`src/rtl/keypad_if.sv`:
```
// keypad_if: keypad matrix pins plus decoded key/number outputs
// master: scanner side (drives columns and results, reads rows)
// slave:  keypad/consumer side (drives rows, reads columns and results)
interface keypad_if;
   logic [3:0]  row_n;
   logic [3:0]  col_n;
   logic [3:0]  key_code;
   logic        key_valid;
   logic        key_held;
   logic [15:0] number_out;
   modport master (input row_n, output col_n, key_code, key_valid, key_held, number_out);
   modport slave  (output row_n, input col_n, key_code, key_valid, key_held, number_out);
endinterface

```
`src/rtl/keypad_scanner.sv`:
```
// keypad_scanner: 4x4 matrix keypad scanner with debounce, key events and decimal entry
// Ports:
//   clk    system clock
//   reset  synchronous, active-high reset
//   kp     keypad_if.master: row_n in; col_n, key_code, key_valid, key_held, number_out out
// Optional feature: define KEYPAD_AUTOREPEAT_EN to re-issue key_valid while one key stays held
module keypad_scanner #(
   parameter int SCAN_DIV       = 100000,
   parameter int DEBOUNCE_SCANS = 4,
   parameter int MAX_VALUE      = 9999
`ifdef KEYPAD_AUTOREPEAT_EN
   ,
   parameter int REPEAT_DELAY   = 500,
   parameter int REPEAT_RATE    = 100
`endif
) (
   input logic      clk,
   input logic      reset,
   keypad_if.master kp
);
   localparam int DW = SCAN_DIV > 1 ? $clog2(SCAN_DIV) : 1;
   localparam int SW = $clog2(DEBOUNCE_SCANS + 1);
   // nibble i holds the key code of raw bit i = col*4 + row
   localparam logic [63:0] CODES = 64'hDCBA_E963_F852_0741;
   logic [3:0]    r_sync1, r_sync2;
   logic [DW-1:0] r_dwell;
   logic [1:0]    r_col;
   logic [15:0]   r_raw, r_prev, r_deb, w_raw_n;
   logic [SW-1:0] r_stable, w_stable_n;
   logic          r_ghost, r_held, r_valid;
   logic [3:0]    r_code, w_code, w_ev_code, w_idx;
   logic [15:0]   r_num, w_num_n;
   logic [17:0]   w_v;
   logic [4:0]    w_cnt;
   logic          w_tc, w_end, w_load, w_one, w_press, w_held_n, w_ghost_n, w_rep, w_ev;
   // full-scan image: columns 0-2 already captured this scan, column 3 sampled now
   always_comb begin
      w_raw_n = r_raw;
      w_raw_n[{r_col, 2'b00} +: 4] = ~r_sync2;
      w_cnt = '0;
      w_idx = '0;
      for (int i = 0; i < 16; i++) begin
         w_cnt = w_cnt + 5'(w_raw_n[i]);
         w_idx = w_raw_n[i] ? 4'(i) : w_idx;
      end
   end
   assign w_tc       = r_dwell == DW'(SCAN_DIV - 1);
   assign w_end      = w_tc && r_col == 2'd3;
   assign w_stable_n = (w_raw_n != r_prev) ? SW'(1) :
                       (r_stable == SW'(DEBOUNCE_SCANS)) ? r_stable : r_stable + 1'b1;
   assign w_load     = w_end && w_stable_n == SW'(DEBOUNCE_SCANS);
   assign w_one      = w_cnt == 5'd1;
   assign w_code     = CODES[{w_idx, 2'b00} +: 4];
   assign w_press    = w_load && w_one && r_deb == '0;
   // ghosting latches until the matrix is completely released
   assign w_ghost_n  = w_load ? (w_cnt > 5'd1) | (r_ghost & (w_cnt != '0)) : r_ghost;
   assign w_held_n   = w_load ? w_one & ~r_ghost : r_held;
`ifdef KEYPAD_AUTOREPEAT_EN
   localparam int HW = $clog2(REPEAT_DELAY + 1);
   logic [HW-1:0] r_hold, w_hold_inc;
   assign w_hold_inc = r_hold + 1'b1;
   assign w_rep      = w_end && r_held && w_held_n && w_hold_inc == HW'(REPEAT_DELAY);
   // after a repeat the counter rewinds so the next one lands REPEAT_RATE scans later
   always_ff @(posedge clk) begin
      if (reset || (w_end && !(r_held && w_held_n)))
         r_hold <= '0;
      else if (w_end)
         r_hold <= w_rep ? HW'(REPEAT_DELAY - REPEAT_RATE) : w_hold_inc;
   end
`else
   assign w_rep = 1'b0;
`endif
   assign w_ev      = w_press | w_rep;
   assign w_ev_code = w_press ? w_code : r_code;
   assign w_v       = 18'(r_num) * 18'd10 + 18'(w_ev_code);
   assign w_num_n   = (w_ev_code <= 4'd9) ? ((w_v <= 18'(MAX_VALUE)) ? w_v[15:0] : r_num) :
                      (w_ev_code == 4'hC) ? '0 :
                      (w_ev_code == 4'hD) ? r_num / 16'd10 : r_num;
   always_ff @(posedge clk) begin
      if (reset) begin
         r_sync1  <= 4'hF;
         r_sync2  <= 4'hF;
         r_dwell  <= '0;
         r_col    <= '0;
         r_raw    <= '0;
         r_prev   <= '0;
         r_deb    <= '0;
         r_stable <= '0;
         r_ghost  <= 1'b0;
         r_held   <= 1'b0;
         r_valid  <= 1'b0;
         r_code   <= '0;
         r_num    <= '0;
      end else begin
         r_sync1 <= kp.row_n;
         r_sync2 <= r_sync1;
         r_dwell <= w_tc ? '0 : r_dwell + 1'b1;
         r_valid <= w_ev;
         r_ghost <= w_ghost_n;
         r_held  <= w_held_n;
         if (w_tc) begin
            r_raw <= w_raw_n;
            r_col <= r_col + 1'b1;
         end
         if (w_end) begin
            r_prev   <= w_raw_n;
            r_stable <= w_stable_n;
         end
         if (w_load)
            r_deb <= w_raw_n;
         if (w_ev) begin
            r_code <= w_ev_code;
            r_num  <= w_num_n;
         end
      end
   end
   assign kp.col_n      = ~(4'b0001 << r_col);
   assign kp.key_code   = r_code;
   assign kp.key_valid  = r_valid;
   assign kp.key_held   = r_held;
   assign kp.number_out = r_num;
endmodule

```
`src/flat_wrapper.sv`:
```
// flat-port wrapper written by rule: the top's interface ports become plain ports
module keypad_scanner_flat 
#(
   parameter int SCAN_DIV       = 100000,
   parameter int DEBOUNCE_SCANS = 4,
   parameter int MAX_VALUE      = 9999

)
  (clk, reset, kp_row_n, kp_col_n, kp_key_code, kp_key_valid, kp_key_held, kp_number_out);
  keypad_if kp_i ();
  input logic clk;
  input logic reset;
  input wire logic [$bits(kp_i.row_n)-1:0] kp_row_n;
  output wire logic [$bits(kp_i.col_n)-1:0] kp_col_n;
  output wire logic [$bits(kp_i.key_code)-1:0] kp_key_code;
  output wire logic [$bits(kp_i.key_valid)-1:0] kp_key_valid;
  output wire logic [$bits(kp_i.key_held)-1:0] kp_key_held;
  output wire logic [$bits(kp_i.number_out)-1:0] kp_number_out;
  assign kp_i.row_n = kp_row_n;
  assign kp_col_n = kp_i.col_n;
  assign kp_key_code = kp_i.key_code;
  assign kp_key_valid = kp_i.key_valid;
  assign kp_key_held = kp_i.key_held;
  assign kp_number_out = kp_i.number_out;
  keypad_scanner #(.SCAN_DIV(SCAN_DIV), .DEBOUNCE_SCANS(DEBOUNCE_SCANS), .MAX_VALUE(MAX_VALUE)) u_core (.clk(clk), .reset(reset), .kp(kp_i));
endmodule
```
`config.mk`:
```
export PLATFORM = sky130hd
export DESIGN_NAME = keypad_scanner_flat
export DESIGN_NICKNAME = d
export VERILOG_FILES = /design/src/rtl/keypad_if.sv /design/src/rtl/keypad_scanner.sv /design/src/flat_wrapper.sv
export SDC_FILE = /design/constraint.sdc
export NUM_CORES = 1
export LEC_CHECK = 0
export BUFFER_PORTS_ARGS = -buffer_cell sky130_fd_sc_hd__buf_2
export CAP_MARGIN = 30
export CORE_MARGIN = 1
export CORE_UTILIZATION = 60
export DETAILED_ROUTE_END_ITERATION = 12
export PLACE_DENSITY = 0.78
export SLEW_MARGIN = 20
export SYNTH_ARGS = -nofsm -noshare
export SYNTH_HDL_FRONTEND = slang
export SYNTH_SLANG_ARGS = --single-unit
```
`constraint.sdc`:
```
create_clock -name clk -period 25.8 [get_ports clk]
set_input_delay 1.29 -clock clk [delete_from_list [all_inputs] [get_ports clk]]
set_output_delay 1.29 -clock clk [all_outputs]
set_load 0.01 [all_outputs]
```
## Word-level counts from Yosys, hierarchy flattened

Cells that the tools add are included.
Widths: inputs -> output; s select.

| word-level totals | value |
|---|---|
| register bits | 101 |
| latch bits | 0 |
| RAM bits | 0 |
| bits in read-only memories | 0 |
| bits of input ports | 6 |
| output and inout port bits | 26 |
| logic and storage cells | 89 |
| memories kept | 0 |

| operators by class | value |
|---|---|
| add/sub/neg operators | 20 |
| multipliers | 1 |
| divide/modulo/power cells | 1 |
| order comparisons | 3 |
| eq/ne operators | 9 |
| shift-type cells | 4 |
| mux-type cells | 23 |
| bitwise gates (word level) | 6 |
| reduce and logical (&&, ||, !) cells | 9 |

Operators by type and width:

| operator | count |
|---|---|
| $add 5x1->5 | 14 |
| $mux 16 | 4 |
| $shiftx 64x7->4 const A | 1 |
| $mux 4 | 15 |
| $add 18x4->18 | 1 |
| $le 18x14->1 const B | 1 |
| $add 17x1->17 const B | 1 |
| $eq 17x17->1 const B | 1 |
| $mul 16x3->17 const B | 1 |
| $bwmux 16 | 1 |
| $div 16x4->16 const B | 1 |
| $logic_not 16->1 | 1 |
| $ne 16x16->1 | 1 |
| $shift 4x6->16 const A | 1 |
| $shiftx 4x6->16 | 1 |
| $eq 4x4->1 const B | 2 |
| $not 4->4 | 2 |
| $eq 3x3->1 const B | 2 |
| $mux 3 | 2 |
| $neg 4->6 | 1 |
| $eq 5x1->1 const B | 1 |
| $gt 5x1->1 const B | 1 |
| $reduce_bool 5->1 | 1 |
| $le 4x4->1 const B | 1 |
| other kinds (14) | 18 |

## Logic depth before layout (Yosys ltp)

| depth | value |
|---|---|
| depth in word-level cells | 26 |
| mapped depth | 43 |
| gate-level depth less buffers | 43 |

## Worst setup path after synthesis

No wires, ideal clock.

| timing | value |
|---|---|
| path type | reg2reg |
| from | register u_core.r_col[0] |
| to | register u_core.r_num[7] (netlist: u_core.kp.number_out[7]) |
| arrival time | 9,226 ps |
| setup slack | 16,457 ps |
| cell stages (with the launch flop) | 37 |
| path through | dfxtp_1 > inv_1 > ha_1 > or3b_2 > o22ai_1 > ha_1 > inv_1 > fa_1 > fa_1 > fa_1 > fa_1 > fa_1 > fa_1 > nor3_1 > mux2i_1 > nor4b_1 > nor2b_1 > nand3_1 > nor2_1 > mux2i_1 > inv_1 > ha_1 > nor2b_1 > o21ai_1 > nor2b_1 > mux2_2 > a311oi_1 > a31oi_1 > o211ai_1 > a2111oi_0 > o32ai_1 > nor2_1 > a21oi_1 > a21oi_1 > buf_2 > o221ai_1 > o211a_1 |

| on the way | value |
|---|---|
| longest elaborated chain between the ends | 26 |

RTL lines:

| element | line | text |
|---|---|---|
| start, declared | keypad_scanner.sv:27 | `logic [1:0] r_col;` |
| start signal, assigned | keypad_scanner.sv:103 | `r_col <= r_col + 1'b1;` |
| $neg 4->6 * | keypad_scanner.sv:39 | `w_raw_n[{r_col, 2'b00} +: 4] = ~r_sync2;` |
| $shiftx 4x6->16 or $shift 4x6->16 (tied branches) | keypad_scanner.sv:39 |  |
| $bwmux 16 * | keypad_scanner.sv:39 |  |
| named net u_core.w_raw_n[1] | keypad_scanner.sv:28 | `logic [15:0] r_raw, r_prev, r_deb, w_raw_n;` |
| $add 1x1->2 | keypad_scanner.sv:43 | `w_cnt = w_cnt + 5'(w_raw_n[i]);` |
| $add 5x1->5 (14 in a row) | keypad_scanner.sv:43 |  |
| $eq 5x1->1 | keypad_scanner.sv:52 | `assign w_one = w_cnt == 5'd1;` |
| $logic_and 1x1->1 (2 in a row) | keypad_scanner.sv:54 | `assign w_press = w_load && w_one && r_deb == '0;` |
| $mux 4 * | keypad_scanner.sv:74 | `assign w_ev_code = w_press ? w_code : r_code;` |
| named net u_core.w_ev_code[3] | keypad_scanner.sv:31 | `logic [3:0] r_code, w_code, w_ev_code, w_idx;` |
| $add 18x4->18 | keypad_scanner.sv:75 | `assign w_v = 18'(r_num) * 18'd10 + 18'(w_ev_code);` |
| $le 18x14->1 | keypad_scanner.sv:76 | `assign w_num_n = (w_ev_code <= 4'd9) ? ((w_v <= 18'(MAX_VALUE)) ? w_v[15:0] : r_num) :` |
| $ne 2x2->1 (no line) | - |  |
| $reduce_and 3->1 (no line) | - |  |
| end signal, assigned | keypad_scanner.sv:113 | `r_num <= w_num_n;` |
| end, declared | keypad_scanner.sv:32 | `logic [15:0] r_num, w_num_n;` |

The timed path passes the listed nets; every way through them passes the cells marked *. The select of a mux whose other input is x is not followed.
A chain may end at the register's enable or synchronous reset.

## Worst setup path after layout

| timing | value |
|---|---|
| from | register u_core.r_col[0] |
| to | register u_core.r_num[0] (netlist: u_core.kp.number_out[0]) |

The elaborated chain is that of the path after synthesis.

==> summary.txt <==
Yosys cell types - 93
WL/cell - 15.9 um
Gate Count Post-Synth - 1,051
Final setup TNS - 0 ps
GRT Residual Overflow - 0
Gr usage total - 0.287
Tcrit/Tclk final - 0.401
Placed Area - 8400 um^2
XOR/XNOR Fraction of Synth Area - 0.0684
Synthesized area - 8200 um^2
Post-Synth Simple-Gate Area - 0.247
Final wirelength - 19.5 mm
Post-synth net total - 1,113
Vias per cell - 6.17
Max Fclk - 96.7 MHz
Hold crit path type - register to register
Clk buf depth - 2
Crit-path max cell delay - 540 ps
DR WL met2 - 9.44 mm
Unrepaired setup endpoints after global routing - false
Vias in the first global route - 7,071
Number of max-cap violations - 0
Vias - 7,576
DP Wirelength - 13.8 mm
Clk sinks - 101
EDFF count, synth - 0
WP data arrival - 10,620 ps
Ratio of cells with drive above 1 in the final layout - 0.108
Met3 WL - 880 um
# setup viols final - 0
CP Buf/Inv Count - 5
Final instance area - 8710 um^2
Maximum vdd drop - 0.0315 mV
DRT met1 WL - 8.68 mm
Layout Utilization - 0.655
PD cells - 34.5 nW/um^2
Antenna diodes - 0
Final critical-path required period - 10,340 ps
Clock Latency Late Sink - 360 ps
Drt first-iter violations - 482
Num CTS Buffers - 9
Core area - 13,300 um^2
GPL Wtd Cong - 0.875
Hold path depth - 1
P_leak - 3.43 nW
Post-layout nets - 1,108
CTS Root Cell - clkbuf_16
Layout area overhead - 6.23%
DRC viols - 0
Avg Cell Area, Syn - 7.80 um^2
CTS tree - yes
Max_slew headroom - 0.387
Asr flop ratio synth - 0
Initial antenna violation count - 0
FP Rows - 42
Largest net degree at the start of global routing - 82
Drt pass-1 iters - 7
Hold_buf cts - 0
Slew Limit Fails - 0
Post-synthesis compound-gate area fraction - 0.259
Critical path class - register to register
Number of cells on the critical path - 39
First-pass GRT wire length - 33.4 mm
Worst-path clk slew - 70 ps
CP max stage cell - fa_1
Sequential area share after synthesis - 0.247
Synthesis Warnings - 0
Number of synthesized register bits - 101
CP Capture Type - register
Outcome - finished, final reports clean
CP most frequent cell - fa_1
# resized after CTS - 0
Reg2Reg Depth - 39
Die Y-Extent - 119 um
Main synth FF type - dfxtp_1
Port-buffer cells - 31
Mux cell area share after synthesis - 0.0188
Largest family of logic cells by synthesized area - compound AO/OA/AOI/OAI gates
Starting density of the core - 0.617
Clk_skew - 9.81 ps
# Post-CTS Setup Buffers - 0
Die Area - 14,100 um^2
Adder-cell area share of the yosys netlist - 0.0990
Fin. Hold Viols - 0
IO Pins - 32
CP Max Fanout - 27
ANT nets after route - 0
Top routing layer used - met4
Critical path's top delay family - adder cells
Worst EP required - 26,080 ps
Die width - 119 um
Least-Margin Pin Slew - 918 ps
Htree depth - 3
Crit start category - register
==> state kept, by name (all words and copies together), names as in the netlist <==
| register | flops |
|---|---|
| u_core.r_ghost | 1 |
| u_core.r_dwell | 17 |
| u_core.r_raw | 16 |
| u_core.r_col | 2 |
| u_core.kp.key_valid | 1 |
| u_core.r_prev | 16 |
| u_core.kp.key_code | 4 |
| u_core.r_deb | 16 |
| u_core.r_stable | 3 |
| u_core.r_sync1 | 4 |
| u_core.r_sync2 | 4 |
| u_core.kp.key_held | 1 |
| u_core.kp.number_out | 16 |
==> cells in the final DEF, fill, tap and decap left out, types with 21 or more instances in the layout <==
cell	n
nand2_1	86
nor3_1	23
buf_2	31
dfxtp_1	101
xnor2_1	43
o21ai_0	31
a211oi_1	39
a21oi_1	58
nor2_1	135
xor2_1	21
inv_1	53
nand3_1	29
nor2b_1	22
ha_1	44
==> worst paths after layout <==
kind / end / slack (ps) / start
min reg2reg: u_core.r_sync2[3] / 410 / u_core.r_sync1[3]
max reg2reg: u_core.kp.number_out[0] / 15460 / u_core.r_col[0]
min: u_core.r_sync2[3] / 410 / u_core.r_sync1[3]
max: u_core.kp.number_out[0] / 15460 / u_core.r_col[0]
==> metrics by stage <==
| stage | hold slack (ps) | instances | total power, mW | worst slack [ps] |
|---|---|---|---|---|
| 2_1_floorplan | 389 | 1051 | 0.169 | 16460 |
| 3_3_place_gp | 393 | 1210 | 0.171 | 15900 |
| 3_5_place_dp | 393 | 1210 | 0.171 | 15540 |
| 4_1_cts | 409 | 1226 | 0.303 | 15500 |
| 5_1_grt | 421 | 1227 | 0.312 | 14570 |
| 6_report | 408 | 1227 | 0.301 | 15460 |
==> area by class of cell <==
cell class	count	area [um^2]
clock buffers	11	253
clock inverters	5	41.3
fillers	1186	4580
inverters	57	214
multi-input cells	831	5690
flip-flops and latches	101	2020
well taps	176	220
repair buffers	46	275
==> cells in the mapped netlist, types with 7 or more instances <==
| master | count | area, um^2 |
|---|---|---|
| nor2_1 | 135 | 507 |
| dfxtp_1 | 101 | 2020 |
| nand2_1 | 86 | 323 |
| a21oi_1 | 59 | 295 |
| inv_1 | 53 | 199 |
| ha_1 | 44 | 551 |
| xnor2_1 | 43 | 377 |
| clkbuf_1 | 40 | 150 |
| a211oi_1 | 39 | 293 |
| o21ai_0 | 31 | 155 |
| nand3_1 | 29 | 145 |
| nor3_1 | 23 | 115 |
| nor2b_1 | 22 | 138 |
| xor2_1 | 21 | 184 |
| nor4_1 | 16 | 100 |
| a31oi_1 | 15 | 93.8 |
| and3_1 | 14 | 87.6 |
| or2_2 | 14 | 87.6 |
| a21o_1 | 12 | 90.1 |
| buf_2 | 12 | 60.1 |
| fa_1 | 12 | 240 |
| mux2i_1 | 12 | 120 |
| o221ai_1 | 11 | 96.3 |
| and2_1 | 10 | 62.6 |
| nand2b_1 | 10 | 62.6 |
| o211a_1 | 10 | 100 |
| o211ai_1 | 10 | 75.1 |
| o22ai_1 | 10 | 62.6 |
| a2111oi_0 | 9 | 78.8 |
| nand4_1 | 9 | 56.3 |
| o21a_1 | 9 | 67.6 |
| buf_4 | 7 | 52.6 |
==> cell families after synthesis <==
group | after synthesis
xor+xnor | 64
compound gates | 286
flops | 101
buf+inv | 119
simple gates | 408
mux | 15
fa+ha+maj | 58
==> power breakdown <==
group          switching (mW)  total (mW)  internal, mW
registers            0.000523       0.157         0.157
logic                 0.00655      0.0101       0.00357
clock network          0.0618       0.133        0.0716
==> layer usage <==
metal  global-route usage  up-vias
li1                     -     3775
met1                0.359     3547
met2                0.493      203
met3               0.0436       51
met4                0.112        0
met5                    0        -
No activity file was read; power rests on OpenSTA's default activity.
